==> config.mk <==
export PLATFORM = sky130hd
export DESIGN_NAME = ufm_rom_shadow_loader
export DESIGN_NICKNAME = d
export VERILOG_FILES = /design/src/rtl/pic_boot_pkg.sv /design/src/rtl/ufm_rom_shadow_loader.sv
export SDC_FILE = /design/constraint.sdc
export NUM_CORES = 1
export LEC_CHECK = 0
export BUFFER_PORTS_ARGS = -buffer_cell sky130_fd_sc_hd__buf_2
export CORE_MARGIN = 1.5
export CORE_UTILIZATION = 40
export CTS_CLUSTER_DIAMETER = 120
export DETAILED_ROUTE_END_ITERATION = 10
export RECOVER_POWER = 25
export SLEW_MARGIN = 30
export SYNTH_ARGS = -nofsm -noshare
export SYNTH_HDL_FRONTEND = slang
export SYNTH_SLANG_ARGS = --single-unit
==> constraint.sdc <==
create_clock -name clk -period 3.65 [get_ports clk]
set_input_delay 0 -clock clk [delete_from_list [all_inputs] [get_ports clk]]
set_output_delay 0 -clock clk [all_outputs]
set_load 0.005 [all_outputs]
==> src/rtl/pic_boot_pkg.sv <==
// Shared types and constants for the PIC boot path: loader states, UFM burst
// setting and program RAM geometry.
package pic_boot_pkg;

    typedef enum logic [2:0] {
        ST_IDLE      = 3'd0,
        ST_REQ       = 3'd1,
        ST_WAIT_DATA = 3'd2,
        ST_WRITE     = 3'd3,
        ST_DONE      = 3'd4,
        ST_ERROR     = 3'd5
    } loader_state_e;

    localparam logic [1:0] UFM_BURSTCOUNT = 2'd1;

    localparam int         PROG_RAM_WORDS = 512;
    localparam int         PROG_RAM_DW    = 32;
    localparam int         PROG_RAM_AW    = 9;
    localparam logic [3:0] PROG_RAM_BE    = 4'hF;

endpackage

==> src/rtl/ufm_rom_shadow_loader.sv <==
// Copies the PIC program image from UFM into the program RAM at boot and keeps
// the PIC core in reset until the whole image has landed.
module ufm_rom_shadow_loader
    import pic_boot_pkg::*;
#(
    parameter int          WORDS      = PROG_RAM_WORDS,
    parameter logic [15:0] UFM_BASE   = 16'h0000,
    parameter int          ROM_AW     = PROG_RAM_AW,
    parameter int          TIMEOUT    = 255,
    parameter bit          AUTO_START = 1'b1
) (
    input  logic                   clk,
    input  logic                   reset_n,
    input  logic                   i_start,
    output logic [15:0]            o_ufm_addr,
    output logic                   o_ufm_read,
    output logic [1:0]             o_ufm_burstcount,
    input  logic                   i_ufm_waitreq,
    input  logic                   i_ufm_valid,
    input  logic [31:0]            i_ufm_data,
    output logic [ROM_AW-1:0]      o_rom_wr_addr,
    output logic [PROG_RAM_DW-1:0] o_rom_wr_data,
    output logic [3:0]             o_rom_wr_be,
    output logic                   o_rom_wr_we,
    output logic                   o_busy,
    output logic                   o_done,
    output logic                   o_error,
    output logic [31:0]            o_checksum,
    output logic                   o_cpu_reset_n
);

    localparam int              CW       = $clog2(TIMEOUT + 1);
    localparam logic [ROM_AW-1:0] LAST_IDX = ROM_AW'(WORDS - 1);
    localparam logic [CW-1:0]   TMO_LAST = CW'(TIMEOUT - 1);

    if ((WORDS < 1) || (WORDS > (2 ** ROM_AW)) || (TIMEOUT < 1) || (ROM_AW > 16)) begin : g_bad_cfg
        $error("ufm_rom_shadow_loader: WORDS must fit the ROM_AW index and TIMEOUT must be >= 1");
    end

    loader_state_e     state_q, state_d;
    logic [ROM_AW-1:0] index_q, index_d;
    logic [CW-1:0]     tmo_q, tmo_d;
    logic [31:0]       data_q, data_d;
    logic [31:0]       sum_q, sum_d;

    logic        ufm_read_q, ufm_read_d;
    logic [15:0] ufm_addr_q, ufm_addr_d;
    logic        wr_we_q, wr_we_d;
    logic        busy_q, busy_d;
    logic        done_q, done_d;
    logic        error_q, error_d;
    logic        cpu_rst_n_q, cpu_rst_n_d;

    // Next-state and datapath: one outstanding read, timeout only counts while waiting for data.
    always_comb begin
        state_d = state_q;
        index_d = index_q;
        tmo_d   = tmo_q;
        data_d  = data_q;
        sum_d   = sum_q;
        case (state_q)
            ST_IDLE: begin
                if (AUTO_START || i_start) begin
                    state_d = ST_REQ;
                end else begin
                    state_d = ST_IDLE;
                end
            end
            ST_REQ: begin
                if (!i_ufm_waitreq) begin
                    tmo_d   = '0;
                    state_d = ST_WAIT_DATA;
                end else begin
                    state_d = ST_REQ;
                end
            end
            ST_WAIT_DATA: begin
                if (i_ufm_valid) begin
                    data_d  = i_ufm_data;
                    state_d = ST_WRITE;
                end else if (tmo_q == TMO_LAST) begin
                    tmo_d   = tmo_q + 1'b1;
                    state_d = ST_ERROR;
                end else begin
                    tmo_d   = tmo_q + 1'b1;
                end
            end
            ST_WRITE: begin
                sum_d = sum_q + data_q;
                if (index_q == LAST_IDX) begin
                    state_d = ST_DONE;
                end else begin
                    index_d = index_q + 1'b1;
                    state_d = ST_REQ;
                end
            end
            ST_DONE, ST_ERROR: begin
                if (i_start) begin
                    index_d = '0;
                    sum_d   = '0;
                    state_d = ST_REQ;
                end else begin
                    state_d = state_q;
                end
            end
            default: begin
                state_d = ST_IDLE;
            end
        endcase
    end

    // Outputs are decoded from the next state so they come straight off flops.
    always_comb begin
        ufm_read_d  = (state_d == ST_REQ);
        ufm_addr_d  = UFM_BASE + 16'(index_d);
        wr_we_d     = (state_d == ST_WRITE);
        busy_d      = (state_d == ST_REQ) || (state_d == ST_WAIT_DATA) || (state_d == ST_WRITE);
        done_d      = (state_d == ST_DONE);
        error_d     = (state_d == ST_ERROR);
        cpu_rst_n_d = (state_d == ST_DONE);
    end

    // State, counters and output registers.
    always_ff @(posedge clk or negedge reset_n) begin
        if (!reset_n) begin
            state_q     <= ST_IDLE;
            index_q     <= '0;
            tmo_q       <= '0;
            data_q      <= 32'h0000_0000;
            sum_q       <= 32'h0000_0000;
            ufm_read_q  <= 1'b0;
            ufm_addr_q  <= 16'h0000;
            wr_we_q     <= 1'b0;
            busy_q      <= 1'b0;
            done_q      <= 1'b0;
            error_q     <= 1'b0;
            cpu_rst_n_q <= 1'b0;
        end else begin
            state_q     <= state_d;
            index_q     <= index_d;
            tmo_q       <= tmo_d;
            data_q      <= data_d;
            sum_q       <= sum_d;
            ufm_read_q  <= ufm_read_d;
            ufm_addr_q  <= ufm_addr_d;
            wr_we_q     <= wr_we_d;
            busy_q      <= busy_d;
            done_q      <= done_d;
            error_q     <= error_d;
            cpu_rst_n_q <= cpu_rst_n_d;
        end
    end

    assign o_ufm_addr       = ufm_addr_q;
    assign o_ufm_read       = ufm_read_q;
    assign o_ufm_burstcount = UFM_BURSTCOUNT;
    assign o_rom_wr_addr    = index_q;
    assign o_rom_wr_data    = data_q;
    assign o_rom_wr_be      = PROG_RAM_BE & {4{wr_we_q}};
    assign o_rom_wr_we      = wr_we_q;
    assign o_busy           = busy_q;
    assign o_done           = done_q;
    assign o_error          = error_q;
    assign o_checksum       = sum_q;
    assign o_cpu_reset_n    = cpu_rst_n_q;

endmodule

=== Word-level counts from Yosys, hierarchy flattened ===
Cells that the tools add are included.

* Reductions and logical operators: 10
* Divide/modulo/power cells: 0
* Add/subtract/negate cells: 3
* Bitwise operators: 0
* Equality and inequality tests: 16
* Multipliers: 0
* Order comparisons: 0
* Shifts and indexed selects: 0
* Multiplexer cells: 14

{| class="wikitable"
|+ Operator list
! operator !! count
|-
| case mux 32 bit (2 select lines) || 1
|-
| adder 32 bit || 1
|-
| 2-to-1 mux 32 bit || 1
|-
| 2-to-1 mux 9 bit || 2
|-
| case mux 9 bit (2 select lines) || 1
|-
| 2-to-1 mux 8 bit || 2
|-
| case mux 8 bit (2 select lines) || 1
|-
| case mux 3 bit (5 select lines) || 1
|-
| == test 3 x 2 -> 1 bit (second input constant) || 4
|-
| == test 3 bit (second input constant) || 4
|-
| 2-to-1 mux 3 bit || 4
|-
| adder 9 x 1 -> 9 bit (second input constant) || 1
|-
| == test 9 bit (second input constant) || 1
|-
| adder 8 x 1 -> 8 bit (second input constant) || 1
|-
| == test 8 bit (second input constant) || 1
|-
| != test 2 bit (second input constant) || 4
|-
| == test 3 x 1 -> 1 bit (second input constant) || 2
|-
| AND reduction 3 bit || 2
|-
| AND reduction 2 bit || 2
|-
| nonzero test 2 bit || 2
|-
| logical NOT 3 bit || 1
|-
| logical OR 1 bit || 2
|-
| 2-to-1 mux 2 bit || 1
|-
| OR reduction 2 bit || 1
|}

* Memory bits (read-only): 0
* Input bits: 37
* Bits in latches: 0
* RAM bits: 0
* Flip-flop bits (word level): 89
* Memories kept: 0
* Word-level logic and storage cells: 53

=== Longest topological paths before layout ===
Gate-level depths: netlist of run 1.

* Depth in word-level cells: 7
* Gate-level depth with buffers: 10

=== Worst setup path before layout of run 1 ===
Ideal clock, no wire load.

* Kind: register to register
* Start point: reg data_q[0] (netlist: o_rom_wr_data[0])
* End point: reg sum_q[30] (netlist: o_checksum[30])
* Required time: 3.521 ns
* Stages on the path, launching flop included: 11
* Period minus slack after synthesis: 2.739 ns
* Buffers on the path: 0
* Data arrival time: 2.609 ns
* Setup slack: 0.911 ns
* Cells stage by stage: dfrtp_1 > ha_1 > fa_1 > a211oi_2 > o21ai_2 > a311oi_4 > o31ai_2 > a31o_1 > a41oi_1 > xor2_1 > o21ai_1

* Cells in the longest elaborated chain, start to end: 2

{| class="wikitable"
|+ RTL lines
! item !! line !! RTL
|-
| from (decl) || ufm_rom_shadow_loader.sv:43 || <nowiki>logic [31:0] data_q, data_d;</nowiki>
|-
| from (signal assigned) || ufm_rom_shadow_loader.sv:142 || <nowiki>data_q <= data_d;</nowiki>
|-
| adder 32 bit || ufm_rom_shadow_loader.sv:89 || <nowiki>sum_d = sum_q + data_q;</nowiki>
|-
| case mux 32 bit (2 select lines) || ufm_rom_shadow_loader.sv:61 || <nowiki>case (state_q)</nowiki>
|-
| to (signal assigned) || ufm_rom_shadow_loader.sv:143 || <nowiki>sum_q <= sum_d;</nowiki>
|-
| to (decl) || ufm_rom_shadow_loader.sv:44 || <nowiki>logic [31:0] sum_q, sum_d;</nowiki>
|}

No other way between the ends.
A chain may end at the register's enable or synchronous reset.

=== Worst setup path in the final report of run 1 ===
* Start point: reg data_q[0] (netlist: o_rom_wr_data[0])
* End point: reg sum_q[26] (netlist: o_checksum[26])

Same word-level chain as after synthesis.

==> results of run 1 <==
## metrics by stage
| step | std cells | total power [W] | cell area (um^2) |
|---|---|---|---|
| after floorplan | 538 | 0.00424 | 5280 |
| after detailed placement | 803 | 0.00523 | 5940 |
| after CTS | 852 | 0.00625 | 6580 |
| final | 852 | 0.00615 | 6550 |
| after global placement | 803 | 0.00515 | 5940 |
| after global routing | 852 | 0.00669 | 6550 |
## how the worst max path moves through the flow
stage,to,slack (ps),start
3_5_place_dp,o_checksum[30],660,o_rom_wr_data[0]
4_1_cts,o_checksum[30],660,o_rom_wr_data[0]
3_3_place_gp,o_checksum[26],760,o_rom_wr_data[0]
6_report,o_checksum[26],680,o_rom_wr_data[0]
2_1_floorplan,o_checksum[30],910,o_rom_wr_data[0]
5_1_grt,o_checksum[26],520,o_rom_wr_data[0]
## logic make-up after synthesis
family                     count (synthesis)
muxes                                     33
adders and majority gates                 36
buffers and inverters                     46
DFF                                       89
AOI/OAI and AO/OA                        146
and+or+nand+nor                          145
xor gates and xnor gates                  34
other                                      2
## critical path, delay by kind of cell, from the launching register on
| kind | cells | cell delay [ps] |
|---|---|---|
| flip-flops | 1 | 400 |
| AO/OA/AOI/OAI | 7 | 1600 |
| adder cells (fa/ha/maj) | 2 | 670 |
| XOR/XNOR | 1 | 170 |
## sequential cells by signal, summed over array words and instances (netlist names), 3 cells and up
register / flops
o_checksum: 32
o_rom_wr_data: 32
o_ufm_addr: 9
tmo_q: 8
state_q: 3
## metal layers
| metal | vias to the layer above | global-route usage, % |
|---|---|---|
| li1 | 2161 | - |
| met1 | 2049 | 22.0 |
| met2 | 93 | 30.6 |
| met3 | 8 | 5.23 |
| met4 | 0 | 4.95 |
| met5 | - | 0 |
## cell type report
type | count | share of cell area [%]
Multi-Input combinational cell | 403 | 42.7
Sequential cell | 89 | 34.0
Timing Repair Buffer | 165 | 14.9
Clock buffer | 14 | 4.19
Tap cell | 172 | 3.29
Clock inverter | 2 | 0.535
Inverter | 7 | 0.401
## cell usage after synthesis (4+ instances only)
cell | instances | share of area (%)
nor2b_1 | 5 | 0.60
o21a_1 | 4 | 0.57
xnor2_1 | 14 | 2.3
or3_1 | 6 | 0.71
ha_1 | 35 | 8.3
and3_1 | 5 | 0.60
nand3_1 | 8 | 0.76
nor3_1 | 4 | 0.38
nand2_1 | 59 | 4.2
and2_1 | 5 | 0.60
nor2_1 | 32 | 2.3
o21ai_1 | 6 | 0.57
a21oi_1 | 31 | 3.0
a31oi_1 | 4 | 0.48
nand2b_1 | 5 | 0.60
o21ai_0 | 43 | 4.1
mux2_2 | 32 | 6.9
a211oi_1 | 5 | 0.71
nand4_1 | 6 | 0.71
dfrtp_1 | 89 | 42
xor2_1 | 20 | 3.3
inv_1 | 7 | 0.50
buf_4 | 23 | 3.3
clkbuf_1 | 13 | 0.93
or2_2 | 4 | 0.48
a21o_1 | 20 | 2.9
## power by group
part,leakage [nW],switching (W),internal (W)
sequential,1.11,0.000385,0.00141
clock,0.153,0.000374,0.000586
combinational,1.88,0.00183,0.00156
total,3.15,0.00259,0.00356
## repair_timing
item	CTS	global route
hold buffers	33	0
gates resized for setup	0	0
endpoints found under the setup margin	0	0
hold endpoints to repair	91	0
==> results.cfg, run 1 <==
[synth]
synth_fa_ha_area_share_pct = 8.71
netlist_area_um2 = 5260
synth_compound_area_share_pct = 18.2
yosysWarningCount = 0
yosys-mux-area-fraction_pct = 7.05
yosysSeqAreaShare_pct = 42.4
synth_xor_area_share_pct = 5.67
ys_seq_elements = 89
synth_top_family_by_area = compound AO/OA/AOI/OAI gates
synthArstFlopShare_pct = 100
synth.avg_cell_area_um2 = 9.90
synth_edf_count = 0
synthSimpleGateAreaFrac_pct = 12.8
ys.flop_type = dfrtp_1
syn_inst = 531
synth_cell_type_count = 55

[global_route]
grt_pass1_wl_um = 20300
grt.total_usage_pct = 17.9
grt_pass1_vias = 4279
grt_overflow = 0
antenna_found_initial = 0
grt_max_degree = 61

[power]
power_density_nw_per_um2 = 940
p_leak_nw = 3.15
vdd.ir_drop.worst_uv = 459

[timing]
rsz0062_at_grt = no
finalMaxSlewViolations = 0
fmax_ghz = 0.337
hold_violations = 0
setup_viol = 0
hold_slack_ps = 39.2
finClkSkew_ps = 8.97
worst_pin_slew_ps = 829
timing.slew.headroom_pct = 44.7
period_share_pct = 81.3
fin_crit_ps = 2970
tns_ps = 0
fin_ws_ps = 682

[detailed_routing]
met1_length_um = 5620
drt.antenna.violating_nets = 0
top_layer = met4
wl_um = 12200
drc_errors = 0
firstDrtPassIters = 4
met2WireLength_um = 5880
wl_met3_um = 519
wire_per_inst_um = 14.3
drtIter0Drc = 135
via_count = 4311
via_per_inst = 5.06

[placed_design]
gp_congestion = 0.807
pre_cts_ws_ps = 665
port_buffers = 128
hpwl_um = 8680

[finish]
multi_input_area_um2 = 2800
nets = 748
layout_common_cells = 102 x buf_2, 89 x dfrtp_1, 59 x nand2_1
antenna_cells = 0
drive_gt1_share_pct = 24.4
seqCellArea_um2 = 2230
area_growth_pct = 24.6
nFillCells = 1240
final_common_cell = buf_2
fin_util_pct = 51.5

[clocking]
clk_path_buf_depth = 2
clockRootBuffer = clkbuf_16
tritoncts = built
numClockSinks = 89
insertion_delay_ps = 340
postCtsSetupBuffers = 0
cts-buffers-inserted = 9
htreeDepth = 3
path_clk_slew_ps = 60

[floorplanning]
die_w_um = 118
dieArea_um2 = 13800
ios = 138
dieHeight_um = 118
start_util_pct = 41.3
rows = 41
core_um2 = 12700

[flow_run]
cap_violations = 0

[worst_setup_path]
cp.arrival_ps = 3180
cp-start-kind = flop
max_stage_delay_ps = 440
cp_slowest_cell = fa_1
reg2reg_depth = 10
r2r_slack_ps = 680
worstPathMaxFanout = 5
crit_chain = ha_1, fa_1, a211oi_2, o21ai_2, a311oi_4, o31ai_2, a31o_1, a41oi_1, xor2_1, o21ai_1
rr_endpoint = o_checksum[26]
cp_data_required_time_ps = 3870
critPathKind = flop to flop
rr_startpoint = o_rom_wr_data[0]
crit_path_end_kind = flop

[worst_hold_path]
hp-class = primary input to flop
hold_depth = 3
worstHoldStart = i_ufm_valid
min_to = tmo_q[0]

[run_status]
status = finished clean
No activity file was read; power rests on OpenSTA's default activity.
==> run 2: changes to the inputs <==
==> constraint.sdc (replaced) <==
create_clock -name clk -period 2.9 [get_ports clk]
set_input_delay 0 -clock clk [delete_from_list [all_inputs] [get_ports clk]]
set_output_delay 0 -clock clk [all_outputs]
set_load 0.005 [all_outputs]
==> results.cfg, run 2 (synthesis gave the netlist of run 1 again) <==
[run_status]
status = complete, but fails checks
violations = max-capacitance violations, max-slew violations

[floorplanning]
dieHeight_um = 118
ios = 138
rows = 41
start_util_pct = 41.3
die_w_um = 118
core_um2 = 12700
dieArea_um2 = 13800

[placed_design]
port_buffers = 128
gp_congestion = 0.811
pre_cts_ws_ps = 60.8
hpwl_um = 8850
dpl_cell_area_um2 = 6000

[worst_setup_path]
critical_path.startpoint = o_rom_wr_data[0]
cp.arrival_ps = 2930
cp_data_required_time_ps = 3120
reg2reg_depth = 10
rr_endpoint = o_checksum[26]
rr_startpoint = o_rom_wr_data[0]
r2r_slack_ps = 200
critPathKind = flop to flop
cp-start-kind = flop
crit_path_end_kind = flop
worstPathMaxFanout = 3

[detailed_routing]
wl_um = 12200
drtIter0Drc = 171
drc_errors = 0
wire_per_inst_um = 14.2
via_per_inst = 5.09
firstDrtPassIters = 4
via_count = 4386
drt.antenna.violating_nets = 0

[timing]
hold_slack_ps = 41.3
worst_pin_slew_ps = 2300
tns_ps = 0
hold_violations = 0
finalMaxSlewViolations = 41
fin_ws_ps = 197
timing.slew.headroom_pct = -53.2
period_share_pct = 93.2
setup_viol = 0
rsz0062_at_grt = no
fin_crit_ps = 2700
finClkSkew_ps = 4.44
fmax_ghz = 0.370

[clocking]
insertion_delay_ps = 350
numClockSinks = 89
clk_path_buf_depth = 2
cts-buffers-inserted = 9
path_clk_slew_ps = 60
clockRootBuffer = clkbuf_16
tritoncts = built
htreeDepth = 3

[worst_hold_path]
hold_depth = 3
hp-class = primary input to flop
min_to = tmo_q[0]
worstHoldStart = i_ufm_valid

[finish]
layout_common_cells = 119 x buf_2, 89 x dfrtp_1, 59 x nand2_1
final_cell_area_um2 = 6690
multi_input_area_um2 = 2820
final_common_cell = buf_2
drive_gt1_share_pct = 28.6
antenna_cells = 0
area_growth_pct = 27.3
nets = 757
seqCellArea_um2 = 2230
fin_util_pct = 52.6
nFillCells = 1195

[global_route]
grt.total_usage_pct = 18.8
antenna_found_initial = 0
grt_pass1_vias = 4356
grt_overflow = 0
grt_max_degree = 41
grt_pass1_wl_um = 21300

[power]
vdd.ir_drop.worst_uv = 472
p_leak_nw = 3.26
power_density_nw_per_um2 = 1200

[flow_run]
cap_violations = 1
-- run 2: worst max path at each step --
stage	to	slack [ps]	cells after the start
after floorplan	o_checksum[30]	160	10
after global placement	o_checksum[30]	90	10
after detailed placement	o_checksum[30]	60	10
after CTS	o_checksum[30]	40	10
after global routing	o_checksum[28]	30	11
final	o_checksum[26]	200	10
-- run 2: power by group --
part / internal, W / switching (W) / total, W
registers: 0.00177 / 0.000476 / 0.00225
logic: 0.00210 / 0.00237 / 0.00446
clock network: 0.000799 / 0.000485 / 0.00128
total: 0.00467 / 0.00333 / 0.00800
-- run 2: metrics by stage --
stage | total power, W | instances
after floorplan | 0.00533 | 538
after global placement | 0.00656 | 810
after detailed placement | 0.00663 | 810
after CTS | 0.00801 | 859
after global routing | 0.00877 | 861
final | 0.00800 | 861
-- run 2: critical path: stages, from the launching register on --
cell	delay [ps]
dfrtp_1	400
ha_1	240
fa_2	360
a211oi_2	300
o21ai_2	120
a311oi_4	320
o31ai_2	150
a31o_1	240
a41oi_2	220
xor2_1	160
o21ai_1	70
-- run 2: repair_timing --
action,in CTS,in global routing
endpoints found under the hold margin,70,0
buffers inserted,0,2
setup endpoints to repair,0,4
hold buffers,33,0
resized for setup,0,4
-- run 2: final cells by class --
type,count,share of cell area [%]
clock buffers,11,3.78
repair buffers,174,16.0
clock inverters,5,1.16
flip-flops and latches,89,33.3
well taps,172,3.22
multi-input cells,403,42.2
inverters,7,0.393
-- run 2: routing by layer --
layer | global-route usage (%) | wire length (um) | vias up | part of all wire (%)
met5 | 0 | 0 | - | 0
met4 | 7.24 | 182 | 0 | 1.5
met3 | 3.68 | 520 | 12 | 4.3
met2 | 31.5 | 5910 | 93 | 48
met1 | 24.0 | 5600 | 2098 | 46
li1 | - | - | 2183 | -
